<file path="src/rtl/lsu_bus_if.sv">
// Load/store unit for the MEM stage: turns decoder MemRead/MemWrite/RW_type into one
// req/ack data-bus transaction per instruction, with byte steering and load extension.
//
// state | meaning
// IDLE  | waiting for a load/store; misaligned accesses are flagged here and never issued
// BUSY  | bus_req held with stable bus outputs until bus_ack or timeout
// DONE  | one-cycle done pulse; pipeline advances, control inputs ignored
module lsu_bus_if #(
    parameter int TIMEOUT = 16
) (
    input  logic        clk,
    input  logic        rst,
    input  logic        mem_read,
    input  logic        mem_write,
    input  logic [2:0]  rw_type,
    input  logic [31:0] addr,
    input  logic [31:0] wdata,
    output logic [31:0] load_data,
    output logic        stall,
    output logic        done,
    output logic        misaligned,
    output logic        bus_err,
    output logic        bus_req,
    output logic        bus_we,
    output logic [31:0] bus_addr,
    output logic [3:0]  bus_be,
    output logic [31:0] bus_wdata,
    input  logic [31:0] bus_rdata,
    input  logic        bus_ack
);

    typedef enum logic [1:0] {IDLE, BUSY, DONE} state_t;

    localparam int CW = (TIMEOUT > 2) ? $clog2(TIMEOUT) : 1;
    localparam logic [CW-1:0] TC = CW'((TIMEOUT == 0) ? 0 : TIMEOUT - 1);

    state_t        state;
    logic [CW-1:0] cnt;
    logic [2:0]    rw_q;
    logic [1:0]    lane_q;

    logic        is_byte, is_half, is_word;
    logic        mis_cond, req_any, access;
    logic [3:0]  be_next;
    logic [31:0] wdata_next;
    logic [31:0] ext;
    logic [7:0]  sel_b;
    logic [15:0] sel_h;

    // Undefined width codes fall through to word.
    always_comb begin
        is_byte = (rw_type == 3'b000) || (rw_type == 3'b100);
        is_half = (rw_type == 3'b001) || (rw_type == 3'b101);
        is_word = !is_byte && !is_half;
    end

    assign req_any    = mem_read | mem_write;
    assign mis_cond   = (is_half && addr[0]) || (is_word && (addr[1:0] != 2'b00));
    assign misaligned = (state == IDLE) && req_any && mis_cond;
    assign access     = (state == IDLE) && req_any && !mis_cond;
    assign stall      = access || (state == BUSY);

    always_comb begin
        be_next    = 4'b1111;
        wdata_next = wdata;
        if (is_byte) begin
            be_next    = 4'b0001 << addr[1:0];
            wdata_next = {4{wdata[7:0]}};
        end else if (is_half) begin
            be_next    = addr[1] ? 4'b1100 : 4'b0011;
            wdata_next = {2{wdata[15:0]}};
        end
    end

    // Extraction uses the width and lane latched at request time, not the live inputs.
    always_comb begin
        sel_b = bus_rdata[8*lane_q +: 8];
        sel_h = lane_q[1] ? bus_rdata[31:16] : bus_rdata[15:0];
        case (rw_q)
            3'b000:  ext = {{24{sel_b[7]}}, sel_b};
            3'b100:  ext = {24'h0, sel_b};
            3'b001:  ext = {{16{sel_h[15]}}, sel_h};
            3'b101:  ext = {16'h0, sel_h};
            default: ext = bus_rdata;
        endcase
    end

    always_ff @(posedge clk) begin
        if (rst) begin
            state     <= IDLE;
            cnt       <= '0;
            rw_q      <= '0;
            lane_q    <= '0;
            bus_req   <= 1'b0;
            bus_we    <= 1'b0;
            bus_addr  <= '0;
            bus_be    <= '0;
            bus_wdata <= '0;
            load_data <= '0;
            done      <= 1'b0;
            bus_err   <= 1'b0;
        end else begin
            case (state)
                IDLE: begin
                    done <= 1'b0;
                    if (access) begin
                        bus_req   <= 1'b1;
                        bus_we    <= mem_write;
                        bus_addr  <= {addr[31:2], 2'b00};
                        bus_be    <= be_next;
                        bus_wdata <= mem_write ? wdata_next : 32'h0;
                        rw_q      <= rw_type;
                        lane_q    <= addr[1:0];
                        cnt       <= '0;
                        state     <= BUSY;
                    end
                end
                BUSY: begin
                    if (bus_ack) begin
                        load_data <= bus_we ? 32'h0 : ext;
                        bus_req   <= 1'b0;
                        done      <= 1'b1;
                        state     <= DONE;
                    end else if ((TIMEOUT != 0) && (cnt == TC)) begin
                        load_data <= '0;
                        bus_req   <= 1'b0;
                        bus_err   <= 1'b1;
                        done      <= 1'b1;
                        state     <= DONE;
                    end else begin
                        cnt <= cnt + CW'(1);
                    end
                end
                DONE: begin
                    done    <= 1'b0;
                    bus_err <= 1'b0;
                    cnt     <= '0;
                    state   <= IDLE;
                end
                default: state <= IDLE;
            endcase
        end
    end

endmodule

</file>
<file path="config.mk">
export PLATFORM = sky130hd
export DESIGN_NAME = lsu_bus_if
export DESIGN_NICKNAME = d
export VERILOG_FILES = /design/src/rtl/lsu_bus_if.sv
export SDC_FILE = /design/constraint.sdc
export NUM_CORES = 1
export LEC_CHECK = 0
export ABC_AREA = 1
export CAP_MARGIN = 20
export CORE_UTILIZATION = 47
export CTS_BUF_LIST = sky130_fd_sc_hd__clkbuf_4 sky130_fd_sc_hd__clkbuf_8 sky130_fd_sc_hd__clkbuf_16
export CTS_CLUSTER_DIAMETER = 40
export DETAILED_ROUTE_END_ITERATION = 8
export PLACE_DENSITY = 0.95
export SYNTH_ARGS = -nofsm -noshare
export SYNTH_HDL_FRONTEND = slang
export SYNTH_SLANG_ARGS = --single-unit
</file>
<file path="constraint.sdc">
create_clock -name clk -period 2.55 [get_ports clk]
set_input_delay 0.51 -clock clk [delete_from_list [all_inputs] [get_ports clk]]
set_output_delay 0.51 -clock clk [all_outputs]
set_load 0.01 [all_outputs]
</file>
---- Word-level counts from Yosys, hierarchy flattened ----
Cells that the tools add are included.
operators by class
  $add $sub $neg .......................... 1
  equal/unequal tests ..................... 14
  shift operators ......................... 2
  multiplexer cells ....................... 28
  bitwise gates (word level) .............. 1
  reductions and logical operators ........ 30
operators with widths
  operator                                              count
  2-to-1 mux 32 bit                                     6
  case mux 32 bit (4 select lines)                      1
  variable part select 32 x 6 -> 8 bit                  1
  2-to-1 mux 4 bit                                      6
  2-to-1 mux 16 bit                                     1
  equality test 3 bit (second input constant)           4
  case mux 4 bit (3 select lines)                       1
  nonzero test 2 bit                                    5
  AND reduction 2 bit                                   4
  equality test 3 x 1 -> 1 bit (second input constant)  2
  logical AND 1 bit                                     6
  zero test 3 bit                                       2
  2-to-1 mux 1 bit                                      6
  2-to-1 mux 2 bit                                      3
  != test 2 bit (second input constant)                 3
  case mux 1 bit (2 select lines)                       3
  AND reduction 3 bit                                   2
  adder 4 x 1 -> 4 bit (second input constant)          1
  equality test 4 bit (second input constant)           1
  logical OR 1 bit                                      4
  case mux 2 bit (2 select lines)                       1
  AND reduction 4 bit                                   1
  left shift 1 x 2 -> 4 bit (first input constant)      1
  zero test 1 bit                                       3
  8 further kinds                                       8
storage, ports and cells
  bits in registers ....................... 113
  bits of input ports ..................... 104
  output and inout port bits .............. 106
  word-level logic and storage cells ...... 88

---- Depth between registers and ports, before layout ----
  word-level depth ........................ 10
  gate-level depth with buffers ........... 11

---- Least setup slack after synthesis ----
OpenSTA, ideal clock, no wires.
  kind .................................... in2out
  start ................................... input rw_type[1]
  end ..................................... output stall
  arrival time ............................ 1305 ps
  data required time ...................... 2040 ps
  slack ................................... 735 ps
  cell stages on the path ................. 8
  cell sequence ........................... buf_4 inv_2 nand2_1 nand2_2 nand2_4 buf_4 buf_6 nand2_1
on the way
  word-level cells in the longest chain between the ends .. 9
  elaborated cells on any way between the ends .. 15
  classes of those cells .................. eq/ne: 3; reduce/logical: 12
RTL lines
  what                                         RTL line  RTL
  start, declared                              15        input logic [2:0] rw_type,
  equality test 3 bit (tied with other cells)  52        is_byte = (rw_type == 3'b000) || (rw_type == 3'b100);
  logical OR 1 bit, on equally long branches   52, 53
  zero test 1 bit                              54        is_word = !is_byte && !is_half;
  logical AND 1 bit                            54
  logical AND 1 bit                            58        assign mis_cond = (is_half && addr[0]) || (is_word && (addr[1:0] != 2'b00));
  logical OR 1 bit (*)                         58
  zero test 1 bit (*)                          60        assign access = (state == IDLE) && req_any && !mis_cond;
  logical AND 1 bit (*)                        60
  logical OR 1 bit (*)                         61        assign stall = access || (state == BUSY);
  end, declared                                19        output logic stall,
Mark *: on every way between the ends. The rest lies on a longest branch, timed or not.

---- Worst setup path in the final report ----
  start ................................... input addr[0]
  end ..................................... output stall
on the way
  word-level cells in the longest chain between the ends .. 6
  elaborated cells on any way between the ends .. 7
  classes of those cells .................. reduce/logical: 7
RTL lines
  what                   RTL line  RTL
  start, declared        16        input logic [31:0] addr,
  nonzero test 2 bit     58
  logical AND 1 bit      58
  logical OR 1 bit (*)   58
  zero test 1 bit (*)    60
  logical AND 1 bit (*)  60
  logical OR 1 bit (*)   61
Marked as above.

==> impl_results.rst <==
.. list-table::
   :header-rows: 1

   * - Metric
     - Value
   * - Cells after DPL
     - 1087
   * - Worst-path fanout max
     - 3
   * - Peak VDD IR
     - 0.5921 mV
   * - Worst r2r src
     - state[0]
   * - Weighted congestion reported at the end of routability-driven placement
     - 0.8952
   * - Layout fillers
     - 791
   * - Placeable core region
     - 10790 um2
   * - Initial Util
     - roughly 48%
   * - Synthesized area
     - 5202 um2
   * - Register bit count reported by yosys
     - about 110
   * - Mapped Avg Cell Area
     - about 6.8 um2
   * - Final nets
     - 1071
   * - Setup repair after global routing missed its margin
     - false
   * - Top cells by count, synth
     - 221 x sky130_fd_sc_hd__nand2_1, 139 x sky130_fd_sc_hd__nor2_1, 113 x sky130_fd_sc_hd__dfxtp_1, 77 x sky130_fd_sc_hd__o21ai_0, 57 x sky130_fd_sc_hd__a21oi_1
   * - Leading post-synthesis cells by cell area
     - sky130_fd_sc_hd__dfxtp_1 43%, sky130_fd_sc_hd__nand2_1 16%, sky130_fd_sc_hd__nor2_1 10%, sky130_fd_sc_hd__o21ai_0 7.4%, sky130_fd_sc_hd__a21oi_1 5.5%
   * - Number of global-route vias before repair
     - ~5.4k
   * - Detailed router's first-iteration violation count
     - 410
   * - First-pass GRT wire length
     - 25.44 mm
   * - Critical R2R Capture
     - bus_wdata[12]
   * - Number of sinks on the clock net
     - 113
   * - Final cell area excluding filler cells
     - approximately 7900 um2
   * - Crit Path Category
     - primary input to primary output
   * - DR WL/cell
     - 14.30 um
   * - Top-Level Pins
     - 210
   * - Total Wirelength
     - around 16 mm
   * - Post-synthesis sequential area ratio
     - between 40% and 50%
   * - Remaining max-slew budget at the tightest pin
     - 55.70%
   * - Fraction of layout cells with a size suffix above 1
     - 8.495%
   * - Startpoint kind of the worst setup timing path
     - primary input
   * - Total count of max-transition violations in the final report
     - 0
   * - Final number of setup-violating endpoints
     - 0
   * - Maximum number of pins on one net before global-route repair
     - 56
   * - Lkg Pwr
     - around 3.3 nW
   * - Vias per std cell
     - between 5 and 6
   * - Cells after synthesis
     - around 770
   * - Clock buffers created by TritonCTS
     - 17
   * - Maximum achievable frequency
     - 406.2 MHz
   * - Final antenna-violating net count
     - 0
   * - Reg clk slew, reported paths
     - 0.05 ns
   * - Top cell type's share of synthesized area
     - a little over two fifths
   * - Clock buffer depth
     - 2
   * - Library cell used as clock root buffer
     - sky130_fd_sc_hd__clkbuf_8
   * - Worst hold endpoint
     - load_data[29]
   * - Final Hold Viols
     - 0
   * - Antenna violations before repair
     - 0
   * - Number of stages on the worst hold path
     - 2
   * - Post-placement cell area
     - 7313 um2
   * - Clock tree from TritonCTS
     - done
   * - Endpoint kind of the worst setup timing path
     - primary output
   * - Htree depth
     - 4
   * - Reg2reg setup slack
     - 0.58 ns
   * - Async S/R FF share, synth
     - 0%
   * - Synthesis-to-layout area growth
     - 50.99%
   * - Critical path launch point
     - addr[0]
   * - Number of maximum-capacitance violations
     - 0
   * - Hold Path Origin
     - load_data[29]
   * - WP data required
     - about 2.0 ns
   * - Standard-cell rows
     - 38
   * - Most common cell in the netlist
     - sky130_fd_sc_hd__nand2_1
   * - Transition time at the pin with the least slew margin
     - 0.6636 ns
   * - Number of distinct library cells after synthesis
     - 30
   * - Top cell type by total area after synthesis
     - sky130_fd_sc_hd__dfxtp_1
   * - Number of flops mapped to enable cells by yosys
     - 0
   * - Worst Hold Class
     - flip-flop to flip-flop
   * - Final period util
     - 96.53%
   * - CP arrival
     - 1.95 ns
   * - Clock insertion delay at the later pin of the skew report
     - 0.50 ns
   * - Total routing usage reported by global routing
     - 28.23%
   * - Total negative slack
     - 0 ns
   * - Residual DRC
     - 0
   * - Main flop type after synthesis
     - sky130_fd_sc_hd__dfxtp_1
   * - Die outline area
     - 11490 um2
   * - Die width
     - 107.2 um
   * - Worst-case reg-to-reg path depth
     - 8
   * - Detailed-placement wirelength estimate
     - 11.25 mm
   * - Area of the multi-input gates
     - between 2000 and 3000 um2
   * - Number of antenna diodes
     - 0
   * - Vias
     - 5751
   * - Final worst clock skew
     - 0.01307 ns
   * - Die Span Y
     - 107.2 um
   * - Outcome
     - complete, no violations
   * - Synth warnings
     - 0
   * - GR Overflow Total
     - 0
   * - Register area
     - 2262 um2
   * - Power Density
     - between 600 and 700 nW/um2
   * - Worst hold slack after final layout
     - 0.4489 ns
   * - First-pass iteration count of the detailed router
     - 5
   * - Period minus WS final
     - around 2.5 ns
   * - Finished Layout Cells
     - 1117
   * - Port buffer count
     - slightly above 200
## flip-flops by register name, summed over array words and instances (netlist names)
name       flops
bus_wdata     32
state          2
bus_err        1
rw_q           3
done           1
bus_addr      30
load_data     32
lane_q         2
bus_be         4
bus_we         1
bus_req        1
cnt            4
## layout make-up
type | instances | area share, %
multi-input combinational | 568 | 31.95
timing repair buffer | 223 | 28.05
clock inverter | 10 | 1.115
inverter | 43 | 2.055
clock buffer | 20 | 5.798
sequential | 113 | 28.80
tap | 140 | 2.230
## how the worst max path moves through the flow
stage / slack [ns] / endpoint
floorplan: 0.74 / stall
global placement: 0.03 / misaligned
detailed placement: 0.03 / bus_be[3]
CTS: 0.08 / stall
global route: 0.008 / stall
finish: 0.09 / stall
## cells in the final DEF (no fill, tap or decap), drive strengths merged
cell type      synthesis  final
nand2                238    238
clkdlybuf4s50          0    206
nor2                 143    143
dfxtp                113    113
o21ai                 87     87
a21oi                 58     58
inv                   43     43
clkbuf                15     20
buf                   29     16
nand3                 14     14
nor3                   8      8
o211ai                 7      7
clkinvlp               0      5
nand4                  5      5
clkinv                 0      4
o221ai                 2      2
conb                   1      2
xnor2                  1      1
or2                    1      1
nor4                   1      1
ha                     1      1
bufinv                 0      1
dlygate4sd2            0      1
## report_power, final
group          total (mW)  switching [mW]  internal [mW]
registers            1.98          0.0793           1.90
clock network        2.15           0.800           1.35
logic                1.16           0.625          0.539
total                5.29            1.50           3.79
## cells by family after synthesis
family / share of synthesized area [%]
DFF: 43.48
buffers and inverters: 8.345
and+or+nand+nor: 32.32
xor gates and xnor gates: 0.1684
adders and majority gates: 0.2405
AOI/OAI and AO/OA: 15.37
other: 0.07208
## worst max-delay path, cell delays in order
cell                              delay [ns]
sky130_fd_sc_hd__clkdlybuf4s50_1        0.48
sky130_fd_sc_hd__inv_1                  0.11
sky130_fd_sc_hd__nand2_1                0.08
sky130_fd_sc_hd__nand2_2                0.10
sky130_fd_sc_hd__nand2_4                0.05
sky130_fd_sc_hd__nand2_1                0.08
sky130_fd_sc_hd__clkdlybuf4s50_1        0.54
## what timing repair did
action,4_1_cts,5_1_grt
buffers inserted,0,0
resized for setup,1,0
setup endpoints to repair,1,0
hold buffers,0,0
## stage by stage
step	power (mW)	worst slack [ns]	utilization, %
finish	5.293	0.08845	72.78
global route	5.538	0.008216	72.78
CTS	5.312	0.08461	72.78
detailed placement	3.166	0.02638	67.76
global placement	3.139	0.02924	67.76
floorplan	2.657	0.7351	-
## metal layers
metal	share of wire (%)	global-route usage, %	up-vias	wire length (um)
met5	0	0	-	0
met4	2.9	11.15	0	456
met3	8.7	7.295	39	1387
met2	48	47.83	287	7602
met1	41	34.04	2588	6531
li1	-	-	2837	-
Power figures use the tool's default switching activity.
